### config.mk
export PLATFORM = sky130hd
export DESIGN_NAME = conv_window_5x5
export DESIGN_NICKNAME = d
export VERILOG_FILES = /design/src/rtl/conv_window_5x5.sv
export SDC_FILE = /design/constraint.sdc
export NUM_CORES = 1
export LEC_CHECK = 0
export CAP_MARGIN = 10
export CELL_PAD_IN_SITES_DETAIL_PLACEMENT = 1
export CELL_PAD_IN_SITES_GLOBAL_PLACEMENT = 2
export CORE_UTILIZATION = 40
export CTS_CLUSTER_SIZE = 20
export DETAILED_ROUTE_END_ITERATION = 7
export PLACE_DENSITY_LB_ADDON = 0.1
export SYNTH_ARGS = -nofsm -noshare
export SYNTH_HDL_FRONTEND = slang
export SYNTH_SLANG_ARGS = --single-unit
### constraint.sdc
create_clock -name i_clk -period 3.6 [get_ports i_clk]
set_input_delay 0.9 -clock i_clk [delete_from_list [all_inputs] [get_ports i_clk]]
set_output_delay 0.9 -clock i_clk [all_outputs]
set_load 0.05 [all_outputs]
### src/rtl/conv_window_5x5.sv
`default_nettype none
// ============================================================================
// Module      : conv_window_5x5
// Description : Streaming 5x5 neighbourhood generator. Buffers the previous
//               four image rows and emits every fully-inside 5x5 window
//               (valid convolution, no padding) one cycle after its
//               bottom-right pixel is accepted.
// Revision    : 1.0 - initial release
// ============================================================================
module conv_window_5x5 #(
  parameter int D = 8,
  parameter int W = 32,
  parameter int H = 32
) (
  input  logic            i_clk,
  input  logic            i_rst_n,
  input  logic            i_valid,
  input  logic            i_sof,
  input  logic [D-1:0]    i_data,
  output logic            o_valid,
  output logic            o_last,
  output logic [25*D-1:0] o_window
);

  localparam int CW = (W > 1) ? $clog2(W) : 1;
  localparam int RW = (H > 1) ? $clog2(H) : 1;

  localparam logic [CW-1:0] c_col_last = CW'(W - 1);
  localparam logic [RW-1:0] c_row_last = RW'(H - 1);
  localparam logic [CW-1:0] c_col_win  = CW'(4);
  localparam logic [RW-1:0] c_row_win  = RW'(4);

  logic [CW-1:0]  r_col;
  logic [RW-1:0]  r_row;
  // Each entry packs one column of the four previous rows; slot 0 is row r-4.
  logic [4*D-1:0] r_line [W];
  logic [D-1:0]   r_win  [5][5];

  logic [CW-1:0]  w_col;
  logic [RW-1:0]  w_row;
  logic [4*D-1:0] w_lb_rd;
  logic [D-1:0]   w_new_col [5];

  // A start-of-frame pixel is placed at (0,0) no matter where the counters are.
  assign w_col   = i_sof ? '0 : r_col;
  assign w_row   = i_sof ? '0 : r_row;
  assign w_lb_rd = r_line[w_col];

  // Newest window column: four buffered rows above, incoming pixel at the bottom.
  always_comb begin
    for (int k = 0; k < 4; k++) begin
      w_new_col[k] = w_lb_rd[k*D +: D];
    end
    w_new_col[4] = i_data;
  end

  // Raster position of the next accepted pixel.
  always_ff @(posedge i_clk or negedge i_rst_n) begin
    if (!i_rst_n) begin
      r_col <= '0;
      r_row <= '0;
    end else if (i_valid) begin
      if (w_col == c_col_last) begin
        r_col <= '0;
        r_row <= (w_row == c_row_last) ? '0 : w_row + RW'(1);
      end else begin
        r_col <= w_col + CW'(1);
        r_row <= w_row;
      end
    end
  end

  // Line buffers: read-before-write of the same column, rows shifted up by one.
  always_ff @(posedge i_clk) begin
    if (i_valid) begin
      r_line[w_col] <= {i_data, w_lb_rd[4*D-1:D]};
    end
  end

  // Window register: shift columns left and load the newest column at j=4.
  always_ff @(posedge i_clk or negedge i_rst_n) begin
    if (!i_rst_n) begin
      for (int i = 0; i < 5; i++) begin
        for (int j = 0; j < 5; j++) begin
          r_win[i][j] <= '0;
        end
      end
    end else if (i_valid) begin
      for (int i = 0; i < 5; i++) begin
        for (int j = 0; j < 4; j++) begin
          r_win[i][j] <= r_win[i][j+1];
        end
        r_win[i][4] <= w_new_col[i];
      end
    end
  end

  // Window strobe and end-of-frame marker, gated by the position of the pixel.
  always_ff @(posedge i_clk or negedge i_rst_n) begin
    if (!i_rst_n) begin
      o_valid <= 1'b0;
      o_last  <= 1'b0;
    end else begin
      o_valid <= i_valid && (w_row >= c_row_win) && (w_col >= c_col_win);
      o_last  <= i_valid && (w_row == c_row_last) && (w_col == c_col_last);
    end
  end

  generate
    for (genvar gi = 0; gi < 5; gi++) begin : g_win_row
      for (genvar gj = 0; gj < 5; gj++) begin : g_win_col
        assign o_window[(gi*5+gj)*D +: D] = r_win[gi][gj];
      end
    end
  endgenerate

endmodule
`default_nettype wire

# After elaboration in Yosys (flattened, before gate mapping)
# Memories as Yosys holds them, arrays and structs flattened.
# Index checks and enable logic that the tools add are counted.
# W data, S select, Z words.
# word_totals
ram_bits,1024
n_memories,1
input_bits,12
output_inout_bits,202
ff_bits,212
# memory_table
name,words,width,rd,rd_clocked_by_memory_dff,write_ports,line,source
r_line,32,32,1,0,1,36,logic [4*D-1:0] r_line [W];
# classes
muxes,7
order_cmp,2
n_addsub,2
reduce_logical,4
eq_ne,2
# op_table
op,count
$mux W5,5
$add A5 B1 Y5 const B,2
$eq A5 B5 Y1 const B,2
$ge A5 B3 Y1 const B,2
$logic_and A1 B1 Y1,4
$mux W1,2

# Depth between registers and ports, before layout
# depth
depth_word,4
ltp_mapped,13

# Worst setup path before layout
# No wires, ideal clock.
# synth_timing
path_kind,input -> register
from,input port i_sof
to,"memory r_line[11][0] (netlist bit), enable pin"
path_slack_ps,-290
t_required_ps,3179
setup_ps,421
stages,8
n_path_buf,3
t_arrival_ps,3469
cell_sequence,nand2b_1 -> inv_1 -> buf_2 -> buf_2 -> buf_2 -> ha_1 -> nand2_1 -> nor2_1
# synth_between
elab_chain_len,1
# synth_rtl
item,line,source
from (decl),18,"input logic i_sof,"
$mux W5,45,assign w_col = i_sof ? '0 : r_col;
to (decl),36,
# Every way passes these cells.

# Worst setup path after layout
# layout_timing
from,register r_col[0]
to,memory r_line[2][7] (netlist bit) (data pin)
# layout_between
elab_chain_len,2
# layout_rtl
item,line,source
from (decl),33,logic [CW-1:0] r_col;
from (signal assigned),67,r_col <= w_col + CW'(1);
$mux W5,45,
$mem_v2 Z32 W32,n/a,
named net w_lb_rd[15],41,logic [4*D-1:0] w_lb_rd;
# The timed path passes the listed nets, and every way through them passes these cells.

==> results.json <==
{
  "postSynthCellCount": 2799,
  "relSlewSlack": 0.395,
  "path_max_fanout": 32,
  "syn_area_um2": 47900,
  "drv_cap": 0,
  "clockBufferDepth": 3,
  "worst_slack_ns": 0.0853,
  "dp_cells": 4667,
  "ys_ff_latch": 1236,
  "yosysWarnings": 0,
  "post-cts-setup-buffers": 0,
  "rows": 126,
  "via_count": 29000,
  "tightest_slew_ns": 0.907,
  "cts_tree": "built",
  "numCtsBuffers": 138,
  "async_flop_share": 0.172,
  "io_buffers": 213,
  "h-tree-depth": 4,
  "ys_seq_area_frac": 0.752,
  "peakVddDrop_mv": 0.452,
  "critPathArrivalTime_ns": 3.99,
  "finalHoldViolations": 0,
  "grt_pass1_vias": 29800,
  "clk_transition_reported_paths_ns": 0.06,
  "drt_wl_total_mm": 159,
  "setup_viol": 0,
  "grt_max_degree": 104,
  "clkSinkCount": 1236,
  "r2r_slack_ns": 0.09,
  "final-seq-area_um2": 36100,
  "synth_fp_nets": 2816,
  "clock_skew_ns": 0.0303,
  "die_area_um2": 121000,
  "fin_crit_sh": 0.976,
  "cts_root_buffer": "clkbuf_16",
  "period_needed_ns": 3.51,
  "crit_required_ns": 4.08,
  "p_leak_nw": 19.9,
  "drtPass1Iterations": 8,
  "overflow": 0,
  "drt_iter0_drc": 2980,
  "outcome": "finished clean",
  "via_per_inst": 5.90,
  "synth_cell_types": 74,
  "synth_area_leader_cell": "edfxtp_1",
  "start_kind": "flop",
  "ctsResizeCount": 0,
  "synth_edf_count": 1024,
  "worstSetupPathType": "flop to flop",
  "grt_pass1_wl_mm": 225,
  "n_fill_cell": 11000,
  "multiInputGateArea_um2": 11200,
  "netlist_top_cells_area": "edfxtp_1 64%, dfrtp_1 11%, mux2_2 6.6%, mux2i_1 2.4%, nand2_1 1.2%",
  "final_area_um2": 58800,
  "finalNetCount": 3224,
  "ctsHoldBuffers": 0,
  "die_w_um": 348,
  "area_delta_synth_final_pct": 22.7,
  "die_y_um": 348,
  "crit_path_end_kind": "flop",
  "hold_path.class": "primary input to async pin",
  "final_util": 0.497,
  "rsz0062_at_grt": "no",
  "synthFlopType": "edfxtp_1",
  "antenna_cells": 0,
  "avgSynthCellArea_um2": 17.1,
  "worstSkewPairLatency_ns": 0.75,
  "place_area_um2": 54400,
  "powerDensity_nw_per_um2": 704,
  "initial_core_util": 0.405,
  "fmax_ghz": 0.285,
  "antenna_found_initial": 8,
  "dp_slack_ns": -0.177,
  "drtAntennaViolNets": 0,
  "synth.top_cell.area_share": 0.642,
  "io_pins": 214,
  "post-route-drc-count": 0,
  "wl_per_cell_um": 32.4,
  "drive_gt1_frac": 0.249,
  "grtUsageTotal": 0.262,
  "place_hpwl_mm": 97.2,
  "coreArea_um2": 118000,
  "p_total_mw": 41.4,
  "routabilityCongestion": 0.827,
  "stdcell_count": 4916,
  "slew_violations": 0
}
==> layer usage <==
metal  vias to the layer above  GRT usage  wire length [um]  part of all wire
li1                      12000          -                 -                 -
met4                         4     0.0639              3330             0.021
met1                     15600      0.378             70700              0.44
met2                      1184      0.416             73900              0.46
met3                       221     0.0432             11200             0.070
met5                         -          0                27           0.00017
==> final timing paths <==
kind / start / depth (start not counted) / end
worst min register to register: o_window[47] / 1 / o_window[47]
min in group i_clk: o_window[47] / 1 / o_window[47]
worst max-delay path: r_col[0] / 8 / r_line[2][7]
max in group asynchronous: i_rst_n / 2 / o_window[113]
worst min-delay path: i_rst_n / 1 / o_window[74]
worst max register to register: r_col[0] / 8 / r_line[2][7]
==> synthesized netlist by cell type (10+ instances only) <==
cell type and instances:
o21ai_0 59, a31oi_1 42, a22oi_1 65, clkbuf_1 71, a2111oi_2 11, dfrtp_1 212
mux2i_1 114, buf_4 28, a22o_1 26, buf_2 59, mux2_2 279, nand2_1 148
o22ai_1 38, nor3b_1 31, mux4_2 24, a221oi_1 24, nand3_1 10, o221ai_1 26
o32ai_1 16, a21oi_1 92, edfxtp_1 1024, a211oi_1 37, nor2b_1 25, a222oi_1 20
nor3_1 16, buf_1 17, nor4bb_1 12, a311oi_1 17, o221a_2 12, nor2_1 121
==> sequential cells by signal (all words and copies together) (netlist names) <==
signal	cells
r_line	1024
o_window	200
r_col	5
r_row	5
o_last	1
o_valid	1
==> report_power, final <==
group / switching, mW / leakage, nW / total, mW / internal [mW]
combinational: 6.46 / 6.12 / 9.67 / 3.21
clock: 5.69 / 2.14 / 13.6 / 7.94
sequential: 0.813 / 11.7 / 18.1 / 17.3
total: 13.0 / 19.9 / 41.4 / 28.4
==> critical path: stages (launching register included) <==
cell and delay, ns:
dfrtp_4 0.79, buf_12 0.29, nand2b_1 0.37, buf_4 0.34
o32ai_1 0.44, o32ai_1 0.17, nor3_1 0.43, nand2_1 0.18
buf_12 0.20
==> layout make-up <==
cell class                      instances  area share
Clock buffer                          197      0.0674
Clock inverter                         52     0.00679
Timing Repair Buffer                  451      0.0872
Multi-Input combinational cell       1372       0.190
Inverter                                8    0.000532
Tap cell                             1600      0.0341
Sequential cell                      1236       0.614
==> cells in the final DEF (no fill, tap or decap), types with 9 or more instances in the layout <==
cell type and n:
a2111oi_2 11, a211oi_1 37, a21boi_0 9, a21oi_1 92
a221oi_1 24, a222oi_1 20, a22o_1 26, a22oi_1 65
a311oi_1 17, a31oi_1 42, buf_12 96, buf_4 143
clkbuf_1 37, clkbuf_16 144, clkbuf_8 16, clkdlybuf4s50_1 210
clkinv_1 17, clkinv_2 21, dfrtp_1 209, edfxtp_1 1024
mux2_2 279, mux2i_1 114, mux4_2 24, nand2_1 148
nand3_1 10, nor2_1 88, nor2_4 33, nor2b_1 25
nor3_1 16, nor3b_1 28, nor4bb_1 12, o21ai_0 59
o221a_2 12, o221ai_1 26, o22ai_1 38, o32ai_1 16
==> through the flow <==
step           TNS, ns  hold WS (ns)
2_1_floorplan   -74.24         0.463
3_3_place_gp     -4.64         0.490
3_5_place_dp     -5.62         0.499
4_1_cts              0        0.0990
5_1_grt              0         0.134
6_report             0         0.115
==> logic make-up (layout without fill, tap and decap cells) <==
group	count (synthesis)	count (layout)	synth area share
DFF	1236	1236	0.752
AOI/OAI and AO/OA	538	538	0.0818
muxes	420	420	0.102
and+or+nand+nor	409	409	0.0428
buffers and inverters	191	708	0.0200
adders and majority gates	5	5	0.00131
Note: power is estimated with default switching activity, not from simulation.
